[src/rtl/soc_mem_router_pkg.sv]
// Shared types and defaults for the soc_mem_router slice: FSM state encoding,
// region defaults and the address-region decode helper.
package soc_mem_router_pkg;

   typedef enum logic [2:0] {
      ST_IDLE    = 3'd0,
      ST_RAM_RD  = 3'd1,
      ST_PER_CMD = 3'd2,
      ST_PER_RSP = 3'd3,
      ST_ERR_RD  = 3'd4
   } state_e;

   typedef enum logic [1:0] {
      RGN_RAM    = 2'd0,
      RGN_PERIPH = 2'd1,
      RGN_NONE   = 2'd2
   } region_e;

   localparam logic [3:0]  RAM_REGION_DEF    = 4'h0;
   localparam logic [3:0]  PERIPH_REGION_DEF = 4'hF;
   localparam logic [31:0] UNMAPPED_DATA_DEF = 32'hDEAD_BEEF;

   function automatic region_e decode_region(input logic [3:0] rgn,
                                             input logic [3:0] ram_rgn,
                                             input logic [3:0] per_rgn);
      if (rgn == ram_rgn) begin
         return RGN_RAM;
      end else if (rgn == per_rgn) begin
         return RGN_PERIPH;
      end else begin
         return RGN_NONE;
      end
   endfunction

endpackage

[src/rtl/soc_mem_periph_port.sv]
// Peripheral-bus side of soc_mem_router: latched command, handshake events and,
// when MEM_TIMEOUT_EN is defined, the stall timeout counter.
module soc_mem_periph_port
   import soc_mem_router_pkg::*;
#(
   parameter int PERIPH_TIMEOUT = 255
) (
   input  logic        clk,
   input  logic        reset_,
   input  logic        start,
   input  logic        cmd_wr,
   input  logic [31:0] cmd_addr,
   input  logic [31:0] cmd_wdata,
   input  logic [3:0]  cmd_be,
   input  logic        in_cmd,
   input  logic        in_rsp,
   output logic        periph_cmd_valid,
   input  logic        periph_cmd_ready,
   output logic        periph_cmd_wr,
   output logic [31:0] periph_cmd_addr,
   output logic [31:0] periph_cmd_wdata,
   output logic [3:0]  periph_cmd_be,
   input  logic        periph_rsp_valid,
   output logic        cmd_done,
   output logic        rsp_done,
   output logic        timeout
);

   localparam logic [15:0] TO_LAST = 16'(PERIPH_TIMEOUT - 1);

   logic        wr_r;
   logic [31:0] addr_r;
   logic [31:0] wdata_r;
   logic [3:0]  be_r;

   // Capture the command so it stays stable while the peripheral stalls
   always_ff @(posedge clk or negedge reset_) begin
      if (!reset_) begin
         wr_r    <= 1'b0;
         addr_r  <= 32'd0;
         wdata_r <= 32'd0;
         be_r    <= 4'd0;
      end else if (start) begin
         wr_r    <= cmd_wr;
         addr_r  <= cmd_addr;
         wdata_r <= cmd_wdata;
         be_r    <= cmd_be;
      end
   end

   assign periph_cmd_valid = in_cmd;
   assign periph_cmd_wr    = wr_r;
   assign periph_cmd_addr  = addr_r;
   assign periph_cmd_wdata = wdata_r;
   assign periph_cmd_be    = be_r;
   assign cmd_done         = in_cmd && periph_cmd_ready;
   assign rsp_done         = in_rsp && periph_rsp_valid;

`ifdef MEM_TIMEOUT_EN
   logic [15:0] cnt_r;

   // Cycles spent in PER_CMD+PER_RSP for the current access
   always_ff @(posedge clk or negedge reset_) begin
      if (!reset_) begin
         cnt_r <= 16'd0;
      end else if (start) begin
         cnt_r <= 16'd0;
      end else if (in_cmd || in_rsp) begin
         cnt_r <= cnt_r + 16'd1;
      end
   end

   // A handshake landing on the last allowed cycle still wins over the timeout
   assign timeout = (in_cmd || in_rsp) && (cnt_r >= TO_LAST) && !cmd_done && !rsp_done;
`else
   logic unused_s;
   assign unused_s = ^TO_LAST;
   assign timeout  = 1'b0;
`endif

endmodule

[src/rtl/soc_mem_router.sv]
// Routes CPU mem_cmd/mem_rsp accesses to on-chip RAM or the peripheral bus.
// Optional peripheral stall timeout is enabled by defining MEM_TIMEOUT_EN.
module soc_mem_router
   import soc_mem_router_pkg::*;
#(
   parameter int          RAM_AW         = 12,
   parameter logic [3:0]  RAM_REGION     = RAM_REGION_DEF,
   parameter logic [3:0]  PERIPH_REGION  = PERIPH_REGION_DEF,
   parameter logic [31:0] UNMAPPED_DATA  = UNMAPPED_DATA_DEF,
   parameter int          PERIPH_TIMEOUT = 255
) (
   input  logic              clk,
   input  logic              reset_,
   input  logic              mem_cmd_valid,
   output logic              mem_cmd_ready,
   input  logic              mem_cmd_instr,
   input  logic              mem_cmd_wr,
   input  logic [31:0]       mem_cmd_addr,
   input  logic [31:0]       mem_cmd_wdata,
   input  logic [3:0]        mem_cmd_be,
   output logic              mem_rsp_ready,
   output logic [31:0]       mem_rsp_rdata,
   output logic              ram_req,
   output logic              ram_wr,
   output logic [RAM_AW-1:0] ram_addr,
   output logic [31:0]       ram_wdata,
   output logic [3:0]        ram_be,
   input  logic [31:0]       ram_rdata,
   output logic              periph_cmd_valid,
   input  logic              periph_cmd_ready,
   output logic              periph_cmd_wr,
   output logic [31:0]       periph_cmd_addr,
   output logic [31:0]       periph_cmd_wdata,
   output logic [3:0]        periph_cmd_be,
   input  logic              periph_rsp_valid,
   input  logic [31:0]       periph_rsp_rdata,
   output logic              bus_err
);

   state_e      state_r;
   state_e      state_nxt_s;
   region_e     region_s;
   logic        run_r;
   logic        accept_s;
   logic        per_start_s;
   logic        rsp_set_s;
   logic [31:0] rsp_data_s;
   logic        err_set_s;
   logic        rsp_ready_r;
   logic [31:0] rdata_r;
   logic        bus_err_r;
   logic        cmd_done_s;
   logic        rsp_done_s;
   logic        timeout_s;
   logic        unused_s;

   assign unused_s = mem_cmd_instr;

   assign region_s      = decode_region(mem_cmd_addr[31:28], RAM_REGION, PERIPH_REGION);
   // run_r keeps the port closed until the first clock after reset release
   assign mem_cmd_ready = run_r && (state_r == ST_IDLE);
   assign accept_s      = mem_cmd_valid && mem_cmd_ready;
   assign per_start_s   = accept_s && (region_s == RGN_PERIPH);

   assign ram_req   = accept_s && (region_s == RGN_RAM);
   assign ram_wr    = ram_req && mem_cmd_wr;
   assign ram_addr  = mem_cmd_addr[RAM_AW+1:2];
   assign ram_wdata = mem_cmd_wdata;
   assign ram_be    = mem_cmd_be;

   soc_mem_periph_port #(
      .PERIPH_TIMEOUT (PERIPH_TIMEOUT)
   ) u_periph (
      .clk              (clk),
      .reset_           (reset_),
      .start            (per_start_s),
      .cmd_wr           (mem_cmd_wr),
      .cmd_addr         (mem_cmd_addr),
      .cmd_wdata        (mem_cmd_wdata),
      .cmd_be           (mem_cmd_be),
      .in_cmd           (state_r == ST_PER_CMD),
      .in_rsp           (state_r == ST_PER_RSP),
      .periph_cmd_valid (periph_cmd_valid),
      .periph_cmd_ready (periph_cmd_ready),
      .periph_cmd_wr    (periph_cmd_wr),
      .periph_cmd_addr  (periph_cmd_addr),
      .periph_cmd_wdata (periph_cmd_wdata),
      .periph_cmd_be    (periph_cmd_be),
      .periph_rsp_valid (periph_rsp_valid),
      .cmd_done         (cmd_done_s),
      .rsp_done         (rsp_done_s),
      .timeout          (timeout_s)
   );

   // Next-state and response/error pulse selection
   always_comb begin
      state_nxt_s = state_r;
      rsp_set_s   = 1'b0;
      rsp_data_s  = 32'd0;
      err_set_s   = 1'b0;
      case (state_r)
         ST_IDLE: begin
            if (accept_s) begin
               case (region_s)
                  RGN_RAM:    state_nxt_s = mem_cmd_wr ? ST_IDLE : ST_RAM_RD;
                  RGN_PERIPH: state_nxt_s = ST_PER_CMD;
                  default: begin
                     err_set_s   = 1'b1;
                     state_nxt_s = mem_cmd_wr ? ST_IDLE : ST_ERR_RD;
                  end
               endcase
            end else begin
               state_nxt_s = ST_IDLE;
            end
         end
         ST_RAM_RD: begin
            rsp_set_s   = 1'b1;
            rsp_data_s  = ram_rdata;
            state_nxt_s = ST_IDLE;
         end
         ST_ERR_RD: begin
            rsp_set_s   = 1'b1;
            rsp_data_s  = UNMAPPED_DATA;
            state_nxt_s = ST_IDLE;
         end
         ST_PER_CMD: begin
            if (cmd_done_s) begin
               state_nxt_s = periph_cmd_wr ? ST_IDLE : ST_PER_RSP;
            end else if (timeout_s) begin
               err_set_s   = 1'b1;
               rsp_set_s   = !periph_cmd_wr;
               rsp_data_s  = UNMAPPED_DATA;
               state_nxt_s = ST_IDLE;
            end else begin
               state_nxt_s = ST_PER_CMD;
            end
         end
         ST_PER_RSP: begin
            if (rsp_done_s) begin
               rsp_set_s   = 1'b1;
               rsp_data_s  = periph_rsp_rdata;
               state_nxt_s = ST_IDLE;
            end else if (timeout_s) begin
               err_set_s   = 1'b1;
               rsp_set_s   = 1'b1;
               rsp_data_s  = UNMAPPED_DATA;
               state_nxt_s = ST_IDLE;
            end else begin
               state_nxt_s = ST_PER_RSP;
            end
         end
         default: state_nxt_s = ST_IDLE;
      endcase
   end

   // State register plus registered response and error pulses
   always_ff @(posedge clk or negedge reset_) begin
      if (!reset_) begin
         state_r     <= ST_IDLE;
         run_r       <= 1'b0;
         rsp_ready_r <= 1'b0;
         rdata_r     <= 32'd0;
         bus_err_r   <= 1'b0;
      end else begin
         state_r     <= state_nxt_s;
         run_r       <= 1'b1;
         rsp_ready_r <= rsp_set_s;
         bus_err_r   <= err_set_s;
         if (rsp_set_s) begin
            rdata_r <= rsp_data_s;
         end
      end
   end

   assign mem_rsp_ready = rsp_ready_r;
   assign mem_rsp_rdata = rdata_r;
   assign bus_err       = bus_err_r;

endmodule

[config.mk]
export PLATFORM = sky130hd
export DESIGN_NAME = soc_mem_router
export DESIGN_NICKNAME = d
export VERILOG_FILES = /design/src/rtl/soc_mem_router_pkg.sv /design/src/rtl/soc_mem_periph_port.sv /design/src/rtl/soc_mem_router.sv
export SDC_FILE = /design/constraint.sdc
export NUM_CORES = 1
export LEC_CHECK = 0
export CAP_MARGIN = 10
export CORE_AREA = 5 5 116 118
export CTS_CLUSTER_SIZE = 30
export DETAILED_ROUTE_END_ITERATION = 8
export DIE_AREA = 0 0 121 123
export PLACE_DENSITY_LB_ADDON = 0.3
export SYNTH_ARGS = -nofsm -noshare
export SYNTH_HDL_FRONTEND = slang
export SYNTH_SLANG_ARGS = --single-unit
[constraint.sdc]
create_clock -name clk -period 3.6 [get_ports clk]
set_clock_uncertainty 0.05 [all_clocks]
set_input_delay 0.72 -clock clk [delete_from_list [all_inputs] [get_ports clk]]
set_output_delay 0.72 -clock clk [all_outputs]
set_load 0.01 [all_outputs]
* Yosys cells after proc, flatten, opt, wreduce, memory -nomap -nowiden
Cells that the tools add are included.
** Word-level totals
- Logic and storage cells :: 44
- Register bits after elaboration :: 107
- Bits of input ports :: 139
- Output and inout port bits :: 155
** Operators by class
- Equality and inequality tests :: 6
- Reduce and logical (&&, ||, !) cells :: 12
- Muxes and demuxes :: 17
** Operators by type and width (number)
- one-hot mux 32 bit (3 select lines) :: 1
- two-way mux 32 bit :: 1
- two-way mux 2 bit :: 5
- one-hot mux 3 bit (3 select lines) :: 1
- logical AND 1 bit :: 7
- == test 3 x 2 -> 1 bit, second input constant :: 2
- two-way mux 3 bit :: 2
- one-hot mux 3 bit (2 select lines) :: 1
- two-way mux 1 bit :: 5
- == test 4 bit, second input constant :: 1
- logical NOT 4 bit :: 1
- OR reduction 2 bit :: 2
- == test 3 x 1 -> 1 bit, second input constant :: 1
- == test 3 bit, second input constant :: 1
- logical NOT 3 bit :: 1
- == test 2 x 1 -> 1 bit, second input constant :: 1
- logical NOT 2 bit :: 1
- one-hot mux 1 bit (2 select lines) :: 1

* Depth between registers and ports, before layout
- Depth in word-level cells :: 8
- Gate-level depth with buffers :: 6
- Gate-level depth less buffers :: 3

* By module
From an unflattened synthesis, not the netlist that was laid out.
** Second synthesis, totals
- Cell total of the unflattened synthesis :: 420
- Area, all modules :: 5261.3 um^2
** By module, submodules not included
- soc_mem_periph_port :: instances 1, area each 2635.0 um^2, cells each 151, seq. area each 1726.7 um^2
- soc_mem_router :: instances 1, area each 2626.3 um^2, cells each 269, seq. area each 950.9 um^2

* Least setup slack after synthesis
No wires, ideal clock.
- Path kind :: input to output
- Start :: input mem_cmd_addr[28]
- End :: output ram_wr
- Data arrival time :: 1.465 ns
- Setup slack :: 1.365 ns
- Cell stages on the path :: 3
- Cells stage by stage :: nor4_1 > nand3_1 > nor2_1
** On the way
- Longest elaborated chain between the ends :: 6
- Elaborated cells between the ends (all ways) :: 7
- Those cells by class :: eq/ne (1); mux (2); reduce/logical (4)
** RTL lines
- from (decl) :: line soc_mem_router.sv:18 : input logic [31:0] mem_cmd_addr,
- == test 4 bit :: line soc_mem_router_pkg.sv:28 : end else if (rgn == per_rgn) begin
- two-way mux 2 bit :: line soc_mem_router_pkg.sv:28
- two-way mux 2 bit (*) :: line soc_mem_router_pkg.sv:26 : if (rgn == ram_rgn) begin
- logical NOT 2 bit (*) :: line soc_mem_router.sv:65 : assign ram_req = accept_s && (region_s == RGN_RAM);
- logical AND 1 bit (*) :: line soc_mem_router.sv:65
- logical AND 1 bit (*) :: line soc_mem_router.sv:66 : assign ram_wr = ram_req && mem_cmd_wr;
- to (decl) :: line soc_mem_router.sv:24 : output logic ram_wr,
Mark *: on every way between the ends. The rest lies on a longest branch, timed or not.

* Worst setup path in the final report
Same ends and word-level chain as after synthesis.

==> flow_summary.json <==
{
  "outcome": "finished clean",
  "io_buffers": 292,
  "num_io_pins": 294,
  "dr.pass1.iters": 4,
  "synth-edff-count": 0,
  "synthTopCellsByArea": "dfrtp_1 54%, mux2_4 20%, buf_4 7.4%, nand3_1 5.0%, a22oi_1 3.6%",
  "relSlewSlack_pct": 24.2,
  "synth-compound-area-share_pct": 6.71,
  "rsz0062_at_grt": "no",
  "rr_endpoint": "u_periph.periph_cmd_addr[9]",
  "clkTransAtPathRegs_ns": 0.07,
  "htreeDepth": 3,
  "setup_viol": 0,
  "worst_pin_slew_ns": 1.14,
  "core_area_sq_um": 12400,
  "powerDensity_nw_per_um2": 581,
  "nets": 741,
  "row_count": 41,
  "endpoint_kind": "primary output",
  "diodes": 0,
  "yosys_register_bits": 107,
  "cts_resized": 0,
  "ys_async_sr_fraction_pct": 100,
  "fillers": 979,
  "final_common_cell": "clkdlybuf4s50_1",
  "yosys.cell_types.count": 30,
  "gp_congestion": 0.724,
  "numCtsBuffers": 9,
  "via_per_inst": 4.85,
  "slowest_stage": "clkdlybuf4s50_1",
  "ant_nets": 0,
  "yosysSeqAreaShare_pct": 54.2,
  "synth_xor_area_share_pct": 0,
  "routed_wl_microns": 14300,
  "grt_pass1_wl_microns": 21600,
  "clkSinkCount": 107,
  "cts-root-buf": "clkbuf_16",
  "arrival_ns": 2.55,
  "cp_cell_sequence": "clkdlybuf4s50_1 > nor4_1 > nand3_1 > nor2_1 > clkdlybuf4s50_1",
  "synthMuxAreaShare_pct": 19.8,
  "synth.cell_area_sq_um": 4940,
  "placed_cells": 763,
  "grt_use_total_pct": 18.6,
  "dpl.hpwl_microns": 10900,
  "path_class": "input port to primary output",
  "post-route-period-util_pct": 92.1,
  "cpPeakStageDelay_ns": 0.56,
  "netlist_instances": 366,
  "ctsHoldBuffers": 0,
  "yosys.area.top_type": "dfrtp_1",
  "synthFlopType": "dfrtp_1",
  "yosys.area_share.simple_pct": 8.66,
  "stdcell_count": 779,
  "drive_gt1_share_pct": 14.8,
  "ys_warn_count": 0,
  "maxCapViolCount": 0,
  "path_max_fanout": 3,
  "die_w_microns": 121,
  "netlist.area_leader.share_pct": 54.2,
  "synth_nets": 505,
  "final_cell_mix": "291 x clkdlybuf4s50_1, 107 x dfrtp_1, 65 x mux2_4, 49 x nand3_1, 24 x a22oi_1",
  "finalSetupTns_ns": 0,
  "synth_top_family_by_area": "multiplexers",
  "final_hold_viol_count": 0,
  "clk_path_buf_depth": 2,
  "drc": 0,
  "fp.dieH_microns": 123,
  "min-delay-path-class": "input port to asynchronous set/reset pin",
  "start_util_pct": 40.0,
  "fin_ws_ns": 0.285,
  "dpl_worst_slack_ns": 0.282,
  "synthAdderAreaFrac_pct": 0,
  "reg2reg_depth": 4,
  "vias": 3782,
  "p_leak_nw": 3.69,
  "drt-initial-drc-count": 198,
  "maxSlewViolCount": 0,
  "antenna_found_initial": 2,
  "max_freq_mhz": 302,
  "vdd_drop_max_uv": 421,
  "crit_required_ns": 2.83,
  "cts_tree": "built",
  "grt_max_degree": 63,
  "crit_top_cell": "clkdlybuf4s50_1",
  "critPathLaunchType": "input port",
  "rr_startpoint": "state_r[0]",
  "final_period_minus_worst_setup_slack_ns": 3.32,
  "post-cts-setup-buffers": 0,
  "ff2ff_setup_slack_ns": 1.36,
  "syn_area_per_cell_sq_um": 13.5,
  "grt_pass1_vias": 4009,
  "wl_per_cell_microns": 18.3,
  "area_growth_pct": 60.9,
  "dieArea_sq_um": 14900,
  "clk_latency_ns": 0.35,
  "overflow": 0
}
## per-layer routing
| layer | GRT usage, % | vias to the layer above | share of wire, % |
|---|---|---|---|
| li1 | - | 1725 | - |
| met4 | 5.74 | 4 | 1.7 |
| met5 | 0 | - | 0.24 |
| met3 | 6.91 | 18 | 9.1 |
| met2 | 32.9 | 180 | 51 |
| met1 | 21.0 | 1855 | 38 |
## Yosys cell counts (2+ instances only)
cell type,instances
dfrtp_1,107
clkbuf_1,14
mux2_4,65
buf_4,49
buf_6,7
o21ai_0,2
a22o_1,8
nand2b_1,5
nor2_1,2
a21o_1,8
nand2_1,3
buf_2,2
nor3b_1,2
inv_1,4
nor4_1,2
nand3_1,49
a22oi_1,24
## critical path: cells and delay by family
family                 cells  cell delay [ns]
buffers and inverters      2             0.98
and+or+nand+nor            3             0.85
## logic make-up after synthesis
group	Yosys count
AO/OA/AOI/OAI	44
buffers and inverters	76
flip-flops	107
multiplexers	65
other	1
AND/OR/NAND/NOR	73
## registers in the layout, indices dropped and copies added, names as in the netlist
signal	count
bus_err	1
run_r	1
mem_rsp_ready	1
u_periph.periph_cmd_wr	1
u_periph.periph_cmd_wdata	32
u_periph.periph_cmd_be	4
u_periph.periph_cmd_addr	32
state_r	3
mem_rsp_rdata	32
## how the worst max path moves through the flow
stage,to,depth (start not counted),slack (ns),start
after floorplan,ram_wr,3,1.37,mem_cmd_addr[28]
after CTS,ram_wr,5,0.27,mem_cmd_addr[28]
final,ram_wr,5,0.28,mem_cmd_addr[28]
after global placement,ram_wr,5,0.31,mem_cmd_addr[28]
after global routing,ram_wr,5,0.21,mem_cmd_addr[28]
after detailed placement,ram_wr,5,0.28,mem_cmd_addr[28]
## where the power goes
part	internal, mW	leakage [nW]	switching [mW]
sequential	1.57	1.35	0.208
clock	0.611	0.157	0.433
combinational	1.15	2.18	0.658
## stage by stage
stage               hold slack [ns]  util (%)  power, mW  cell area (sq um)
floorplan                     0.374         -       2.52               4940
global placement              0.399      61.8       3.57               7630
detailed placement            0.402      61.8       3.62               7630
CTS                           0.331      64.3       4.69               7950
global route                  0.360      64.3       4.87               7950
finish                        0.322      64.3       4.62               7950
## final cells by class
cell class              count  area (sq um)  area share, %
clock inverters             6          87.6           1.10
well taps                 172           215           2.71
inverters                   4          15.0          0.189
clock buffers              10           229           2.88
flip-flops and latches    107          2680           33.7
repair buffers            297          2980           37.5
multi-input cells         183          1740           21.9
Power figures use the tool's default switching activity.
